[src/rtl/path_store.sv]
// path_store: predecessor store for graph search, with an optional path trace
// walker enabled by defining PATH_STORE_TRACE_EN.
// Ports:
//   clock, reset_n (sync, active-low), init, node_count
//   set_en/set_index/set_prev: mark a node visited with its predecessor
//   rd_index -> rd_prev: registered slot read
//   unvisited_nodes, all_visited, prev_vector_flattened: store status
//   trace_start/target/source/ready in; trace_node/valid/last/busy/error out
module path_store #(
    parameter int MAX_NODES   = 16,
    parameter int INDEX_WIDTH = 5
) (
    input  logic                             clock,
    input  logic                             reset_n,
    input  logic                             init,
    input  logic [INDEX_WIDTH-1:0]           node_count,
    input  logic                             set_en,
    input  logic [INDEX_WIDTH-1:0]           set_index,
    input  logic [INDEX_WIDTH-1:0]           set_prev,
    input  logic [INDEX_WIDTH-1:0]           rd_index,
    output logic [INDEX_WIDTH-1:0]           rd_prev,
    output logic [INDEX_WIDTH-1:0]           unvisited_nodes,
    output logic                             all_visited,
    output logic [INDEX_WIDTH*MAX_NODES-1:0] prev_vector_flattened,
    input  logic                             trace_start,
    input  logic [INDEX_WIDTH-1:0]           trace_target,
    input  logic [INDEX_WIDTH-1:0]           trace_source,
    input  logic                             trace_ready,
    output logic [INDEX_WIDTH-1:0]           trace_node,
    output logic                             trace_valid,
    output logic                             trace_last,
    output logic                             trace_busy,
    output logic                             trace_error
);

    localparam logic [INDEX_WIDTH-1:0] LP_UNV = '1;
    localparam logic [INDEX_WIDTH-1:0] LP_MAX = INDEX_WIDTH'(MAX_NODES);
    localparam logic [INDEX_WIDTH-1:0] LP_ONE = INDEX_WIDTH'(1);

    logic [INDEX_WIDTH-1:0]           r_slot [MAX_NODES];
    logic [INDEX_WIDTH-1:0]           r_count;
    logic [INDEX_WIDTH-1:0]           r_unvisited;
    logic                             r_loaded;
    logic [INDEX_WIDTH-1:0]           r_rd_prev;
    logic [INDEX_WIDTH*MAX_NODES-1:0] w_flat;
    logic [INDEX_WIDTH-1:0]           w_load_cnt;
    logic [INDEX_WIDTH-1:0]           w_set_cur;
    logic                             w_set_ok;
    logic                             w_busy;

    // Slot lookup bounded by the loaded count; anything outside reads UNVISITED.
    function automatic logic [INDEX_WIDTH-1:0] f_sel(
        input logic [INDEX_WIDTH*MAX_NODES-1:0] vec,
        input logic [INDEX_WIDTH-1:0]           idx,
        input logic [INDEX_WIDTH-1:0]           lim
    );
        logic [INDEX_WIDTH-1:0] v;
        v = LP_UNV;
        for (int j = 0; j < MAX_NODES; j++) begin
            if (idx == INDEX_WIDTH'(j) && idx < lim) begin
                v = vec[INDEX_WIDTH*j +: INDEX_WIDTH];
            end
        end
        return v;
    endfunction

    always_comb begin
        w_flat = '0;
        for (int j = 0; j < MAX_NODES; j++) begin
            w_flat[INDEX_WIDTH*j +: INDEX_WIDTH] = r_slot[j];
        end
    end

    assign w_load_cnt = (node_count > LP_MAX) ? LP_MAX : node_count;
    assign w_set_cur  = f_sel(w_flat, set_index, r_count);
    assign w_set_ok   = set_en && !w_busy && (set_index < r_count)
                     && (w_set_cur == LP_UNV) && (set_prev != LP_UNV)
                     && (r_unvisited != '0);

    always_ff @(posedge clock) begin
        if (!reset_n) begin
            for (int j = 0; j < MAX_NODES; j++) r_slot[j] <= LP_UNV;
            r_count     <= '0;
            r_unvisited <= '0;
            r_loaded    <= 1'b0;
            r_rd_prev   <= LP_UNV;
        end else begin
            r_rd_prev <= f_sel(w_flat, rd_index, r_count);
            if (init) begin
                for (int j = 0; j < MAX_NODES; j++) r_slot[j] <= LP_UNV;
                r_count     <= w_load_cnt;
                r_unvisited <= w_load_cnt;
                r_loaded    <= 1'b1;
            end else if (w_set_ok) begin
                for (int j = 0; j < MAX_NODES; j++) begin
                    if (set_index == INDEX_WIDTH'(j)) r_slot[j] <= set_prev;
                end
                r_unvisited <= r_unvisited - LP_ONE;
            end
        end
    end

    assign rd_prev               = r_rd_prev;
    assign unvisited_nodes       = r_unvisited;
    assign all_visited           = r_loaded && (r_unvisited == '0);
    assign prev_vector_flattened = w_flat;

`ifdef PATH_STORE_TRACE_EN
    typedef enum logic [1:0] {S_IDLE, S_EMIT, S_ERR} state_t;

    state_t                 r_state, w_state_nxt;
    logic [INDEX_WIDTH-1:0] r_cur, w_cur_nxt;
    logic [INDEX_WIDTH-1:0] r_steps, w_steps_nxt;
    logic [INDEX_WIDTH-1:0] r_src, w_src_nxt;
    logic [INDEX_WIDTH-1:0] w_tgt_prev;
    logic [INDEX_WIDTH-1:0] w_cur_prev;

    assign w_tgt_prev = f_sel(w_flat, trace_target, r_count);
    assign w_cur_prev = f_sel(w_flat, r_cur, r_count);
    assign w_busy     = (r_state != S_IDLE);

    always_ff @(posedge clock) begin
        // init aborts a walk silently, same as reset
        if (!reset_n || init) begin
            r_state <= S_IDLE;
            r_cur   <= '0;
            r_steps <= '0;
            r_src   <= '0;
        end else begin
            r_state <= w_state_nxt;
            r_cur   <= w_cur_nxt;
            r_steps <= w_steps_nxt;
            r_src   <= w_src_nxt;
        end
    end

    always_comb begin
        w_state_nxt = r_state;
        w_cur_nxt   = r_cur;
        w_steps_nxt = r_steps;
        w_src_nxt   = r_src;
        trace_valid = 1'b0;
        trace_node  = '0;
        trace_last  = 1'b0;
        trace_error = 1'b0;
        unique case (r_state)
            S_IDLE: begin
                if (trace_start) begin
                    if (w_tgt_prev == LP_UNV) begin
                        w_state_nxt = S_ERR;
                    end else begin
                        w_cur_nxt   = trace_target;
                        w_steps_nxt = '0;
                        w_src_nxt   = trace_source;
                        w_state_nxt = S_EMIT;
                    end
                end
            end
            S_EMIT: begin
                trace_valid = 1'b1;
                trace_node  = r_cur;
                trace_last  = (r_cur == r_src);
                if (trace_ready) begin
                    if (r_cur == r_src) begin
                        w_state_nxt = S_IDLE;
                    // broken chain, or more hops than nodes means a cycle
                    end else if (w_cur_prev == LP_UNV
                              || r_steps == r_count - LP_ONE) begin
                        w_state_nxt = S_ERR;
                    end else begin
                        w_cur_nxt   = w_cur_prev;
                        w_steps_nxt = r_steps + LP_ONE;
                    end
                end
            end
            S_ERR: begin
                trace_error = 1'b1;
                w_state_nxt = S_IDLE;
            end
            default: w_state_nxt = S_IDLE;
        endcase
    end

    assign trace_busy = w_busy;
`else
    logic w_unused_trace;

    assign w_unused_trace = ^{trace_start, trace_target,
                              trace_source, trace_ready};
    assign w_busy         = 1'b0;
    assign trace_node     = '0;
    assign trace_valid    = 1'b0;
    assign trace_last     = 1'b0;
    assign trace_busy     = 1'b0;
    assign trace_error    = 1'b0;
`endif

endmodule

[config.mk]
export PLATFORM = sky130hd
export DESIGN_NAME = path_store
export DESIGN_NICKNAME = d
export VERILOG_FILES = /design/src/rtl/path_store.sv
export SDC_FILE = /design/constraint.sdc
export NUM_CORES = 1
export LEC_CHECK = 0
export CORE_UTILIZATION = 30
export CTS_CLUSTER_DIAMETER = 200
export DETAILED_ROUTE_END_ITERATION = 7
export PLACE_DENSITY = 0.51
export SLEW_MARGIN = 20
export SYNTH_ARGS = -nofsm -noshare
export SYNTH_HDL_FRONTEND = slang
export SYNTH_SLANG_ARGS = --single-unit
export TNS_END_PERCENT = 30
[constraint.sdc]
create_clock -name clock -period 3.85 [get_ports clock]
set_input_delay 0.9625 -clock clock [delete_from_list [all_inputs] [get_ports clock]]
set_output_delay 0.9625 -clock clock [all_outputs]
set_load 0.03 [all_outputs]
Yosys cells after proc, flatten, opt, wreduce, memory -nomap -nowiden
Memories as Yosys holds them, arrays and structs flattened.
Index checks and enable logic that the tools add are counted.

word-level totals
  input bits = 36
  latch bits = 0
  memories = 1
  memory bits (read-only) = 0
  bits in registers = 16
  memory bits (writable) = 80
  logic and storage cells = 266
  output and inout port bits = 100

cells by class
  reductions and logical operators = 42
  divide/modulo/power cells = 0
  multiplexer cells = 151
  $lt $le $gt $ge = 3
  equal/unequal tests = 32
  bitwise gates (word level) = 32
  add/subtract/negate cells = 1
  shift-type cells = 0
  multipliers = 0

memories
  name    words  bits a word  rd ports  clocked after Yosys merged registers in  write ports  RTL line  RTL
  r_slot  16     5            16        0                                        16           40        logic [INDEX_WIDTH-1:0] r_slot [MAX_NODES];

operator list
  kind                                                                count
  5-bit two-way mux                                                   67
  1-bit two-way mux                                                   84
  5-bit by 4-bit == test with 1-bit output, second input constant     16
  5-bit by 3-bit == test with 1-bit output, second input constant     8
  1-bit logical AND                                                   37
  1-bit OR                                                            32
  5-bit by 2-bit == test with 1-bit output, second input constant     4
  5-bit logical NOT                                                   3
  5-bit by 1-bit == test with 1-bit output, second input constant     2
  5-bit less-than comparator                                          2
  5-bit == test, second input constant                                1
  5-bit > comparator, second input constant                           1
  5-bit != test, second input constant                                1
  5-bit nonzero test                                                  1
  5-bit by 1-bit subtractor with 5-bit output, second input constant  1
  2-bit nonzero test                                                  1

Depth between registers and ports, before layout
  word-level depth = 27
  gate-level depth with buffers = 12
  depth with buffers taken out = 8

Least setup slack after synthesis
Ideal clock, no wire load.

  kind = input port to flip-flop
  from = in set_index[2]
  to = mem r_slot[2][0], in the netlist r_slot[0][10], enable pin
  data required time = 3.466 ns
  data arrival time = 3.447 ns
  setup slack = 0.019 ns
  cell stages on the path = 11
  buffers on the path = 4
  library setup time = 0.384 ns
  cell sequence = buf_2 or3b_1 buf_2 nor2_1 a32oi_1 nor4bb_1 a211o_1 or2_4 buf_6 buf_6 o41ai_1

RTL lines
  item                RTL line  RTL
  start: declaration  18        input logic [INDEX_WIDTH-1:0] set_index,
  end: declaration    40

==> impl_results.md <==
* Tightest Pin Transition at roughly 0.8 ns
* Number of max-cap violations at 0
* Worst r2r src: r_count[1]$_SDFFE_PN0P_
* Layout area overhead at 41.5%
* Vias at roughly 6000
* Slowest CP cell: clkdlybuf4s50_1
* Final Util at 0.436
* First-pass GRT wire length at between 30000 and 40000 um
* Number of synthesized flops with an enable pin at between 70 and 80
* Final instance area at 8510 um^2
* Setup-failing EPs final at 0
* Arr. time, crit path at around 3.9 ns
* CTS H-tree lvls at 3
* Yosys warns at 0
* CP endpoint kind: flop
* Synth Register Bits at 96
* Cts bufs inserted at 9
* Post-route setup TNS at 0 ns
* Distinct cell type count after synthesis at 75
* Number of global-route vias before repair at 5759
* Placed Area at 8070 um^2
* Worst slew margin at 0.459
* Gate Count Post-Synth at 607
* Die Wd at 144 um
* Iter 0 DRT Violations at ~500
* Gate power share at 0.177
* All-layer global routing usage at 0.246
* Starting Density at 0.308
* Worst path max stage delay at 0.52 ns
* Max Fclk at 0.264 GHz
* Pwr Total at 2.56 mW
* Post-synth ARST share at 0
* CTS tree: built
* Drt pass-1 iters at 5
* Register area share after synthesis at 0.444
* Most common library cells after synthesis: edfxtp_1 (75), or3_1 (40), or4_1 (37), o21ai_0 (34), nor2_1 (33)
* Synthesized cell area at around 6000 um^2
* Required @ worst endpoint at about 4.0 ns
* Fin nets at 836
* Post-layout min period at roughly 3.8 ns
* Post-synthesis mux area share at 0.0464
* Most common flop cell mapped by yosys: edfxtp_1
* Worst Hold Class: reg2reg
* Clock transition at the registers of the reported paths at 0.07 ns
* CP startpoint: set_index[1]
* Remaining DRCs at 0
* HPWL Detailed at 19000 um
* Simple-gate share of the synthesized area at 0.255
* Clk buf depth at 2
* Largest family of logic cells by synthesized area: simple AND/OR/NAND/NOR gates
* Routed WL at 24800 um
* Yosys top cell by area: edfxtp_1
* Unrepaired setup endpoints after global routing: no
* Final Hold Fails at 0
* Final WS setup at 0.0668 ns
* Share of power burned in registers at 0.442
* Rows at between 50 and 60
* Setup Crit Path Kind: in2reg
* Die height at roughly 140 um
* Top-area cell type share of the netlist area at 0.375
* Leak at ~2.8 nW
* Dpl ws at -0.527 ns
* Clk network pwr share at 0.381
* Synth Area in Adders at 0.0208
* Synth Area per Inst at approximately 9.9 um^2
* Startpoint Class: input pin
* Total number of clock tree sinks at 96
* # IOs at between 100 and 150
* Critical-path cell list: clkdlybuf4s50_1, buf_6, buf_4, mux4_2, nor3_1, a311oi_1, nand4_1, a211o_1, or2_4, buf_12, buf_12, or3_1
* IO Port Bufs at 114
* Via density at approximately 5.7
* Clk root buf: clkbuf_16
* Synth top area cells: edfxtp_1 (37%), dfxtp_1 (7.0%), or4_1 (4.6%), or3_1 (4.2%), o21ai_0 (2.8%)
* Remaining antenna violation count after routing at 0
* Synth Area in Compound Gates at 0.162
* Period utilization at 0.983
* Sw Ratio at 0.264
* Pwr Density at between 300 and 400 nW/um^2
* Most frequent CP cell: buf_12
* Outcome: finished clean
* Synth Area in XOR/XNOR at 0
* Total core area at 19500 um^2
* Net Switching at between 600 and 700 uW
* Initial antenna violation count at 0
* Maximum vdd drop at around 220 uV
* Max FO, Critical Path at 27
* Share of cells above drive strength 1 at 0.205
* Clk_skew at about 0.0096 ns
* Cell with the most instances after synthesis: edfxtp_1
* Die Area at between 20000 and 25000 um^2
* Power Internal at about 1.9 mW
* # fillers at between 1500 and 2000
* Largest net degree at the start of global routing at 38
* N_diodes at 0
* WL/cell at between 20 and 25 um
* Gp weighted congestion at 0.912
* Grt ovf at 0
* Hold path startpoint: r_loaded$_SDFFE_PN0P_
* Clk_lat worst skew at 0.35 ns
* Slew Limit Fails at 0
==> per-stage QoR <==
stage | hold slack [ns] | instances
floorplan | 0.420 | 615
global placement | 0.437 | 1040
detailed placement | 0.445 | 1040
CTS | 0.462 | 1056
global route | 0.468 | 1060
finish | 0.453 | 1060
==> cells in the final DEF, fill, tap and decap left out, types with 7 or more instances in the layout <==
cell | synthesis | layout
clkdlybuf4s50_1 | 0 | 111
buf_4 | 9 | 99
edfxtp_1 | 75 | 75
or3_1 | 40 | 40
or4_1 | 37 | 37
nor2_1 | 33 | 33
o21ai_0 | 34 | 33
nand2_1 | 31 | 31
dfxtp_1 | 21 | 21
inv_1 | 20 | 20
a21oi_1 | 17 | 17
nor2b_1 | 16 | 15
o22ai_1 | 15 | 15
mux2i_1 | 14 | 14
nor3_1 | 13 | 13
nor4_1 | 11 | 11
a211oi_1 | 12 | 11
ha_1 | 10 | 10
clkbuf_16 | 0 | 10
nand2b_1 | 11 | 9
nand3_1 | 9 | 9
conb_1 | 1 | 9
or2_2 | 8 | 8
buf_12 | 0 | 8
nand3b_1 | 7 | 7
==> worst paths after layout <==
kind                                               endpoint  slack [ns]  depth (start not counted)
worst max-delay path            r_slot[0][25]$_SDFFCE_PN1P_        0.07                         12
worst min-delay path                  r_loaded$_SDFFE_PN0P_        0.45                          1
worst max register to register  r_slot[0][25]$_SDFFCE_PN1P_        0.91                         10
worst min register to register        r_loaded$_SDFFE_PN0P_        0.45                          1
==> flip-flops by register name, summed over array words and instances, names as in the netlist <==
name and cells:
r_count 5, rd_prev 5, unvisited_nodes 5, r_loaded 1, r_slot 80
==> worst max-delay path, delay by kind of cell <==
family	cells	cell delay (ns)
compound gates	2	0.63
buf+inv	5	1.16
mux	1	0.18
simple gates	4	0.93
==> layout make-up <==
cell class / instances / area [um^2] / area share
well taps: 265 / 332 / 0.0390
flip-flops and latches: 96 / 2670 / 0.314
inverters: 20 / 75.1 / 0.00882
multi-input cells: 438 / 3010 / 0.354
clock buffers: 9 / 225 / 0.0265
repair buffers: 225 / 2100 / 0.247
clock inverters: 7 / 93.8 / 0.0110
==> metal layers <==
metal,global-route usage,vias up,routed length (um)
li1,-,2728,-
met3,0.0267,29,1530
met4,0.0672,0,446
met1,0.350,3016,11400
met5,0,-,0
met2,0.392,261,11400
==> logic make-up (layout without fill, tap and decap cells) <==
logic type,Yosys count,count (layout)
adders and majority gates,10,10
DFF,96,96
muxes,23,23
and+or+nand+nor,254,254
AOI/OAI and AO/OA,142,142
buffers and inverters,81,261
other,1,9
==> timing repair <==
| action | CTS | global route |
|---|---|---|
| hold endpoints to repair | 0 | 0 |
| hold buffers | 0 | 0 |
| setup buffers | 0 | 3 |
| resized for setup | 9 | 11 |
| endpoints found under the setup margin | 140 | 76 |
| pin swaps | 0 | 1 |
| gates cloned | 0 | 1 |
==> power by group through the flow <==
stage	Clock, mW	Combinational [mW]	Sequential [mW]
4_1_cts	0.988	0.438	1.13
5_1_grt	1.02	0.488	1.13
3_3_place_gp	0	0.429	1.15
2_1_floorplan	0	0.221	1.16
3_5_place_dp	0	0.434	1.15
6_report	0.974	0.453	1.13
Power figures use the tool's default switching activity.
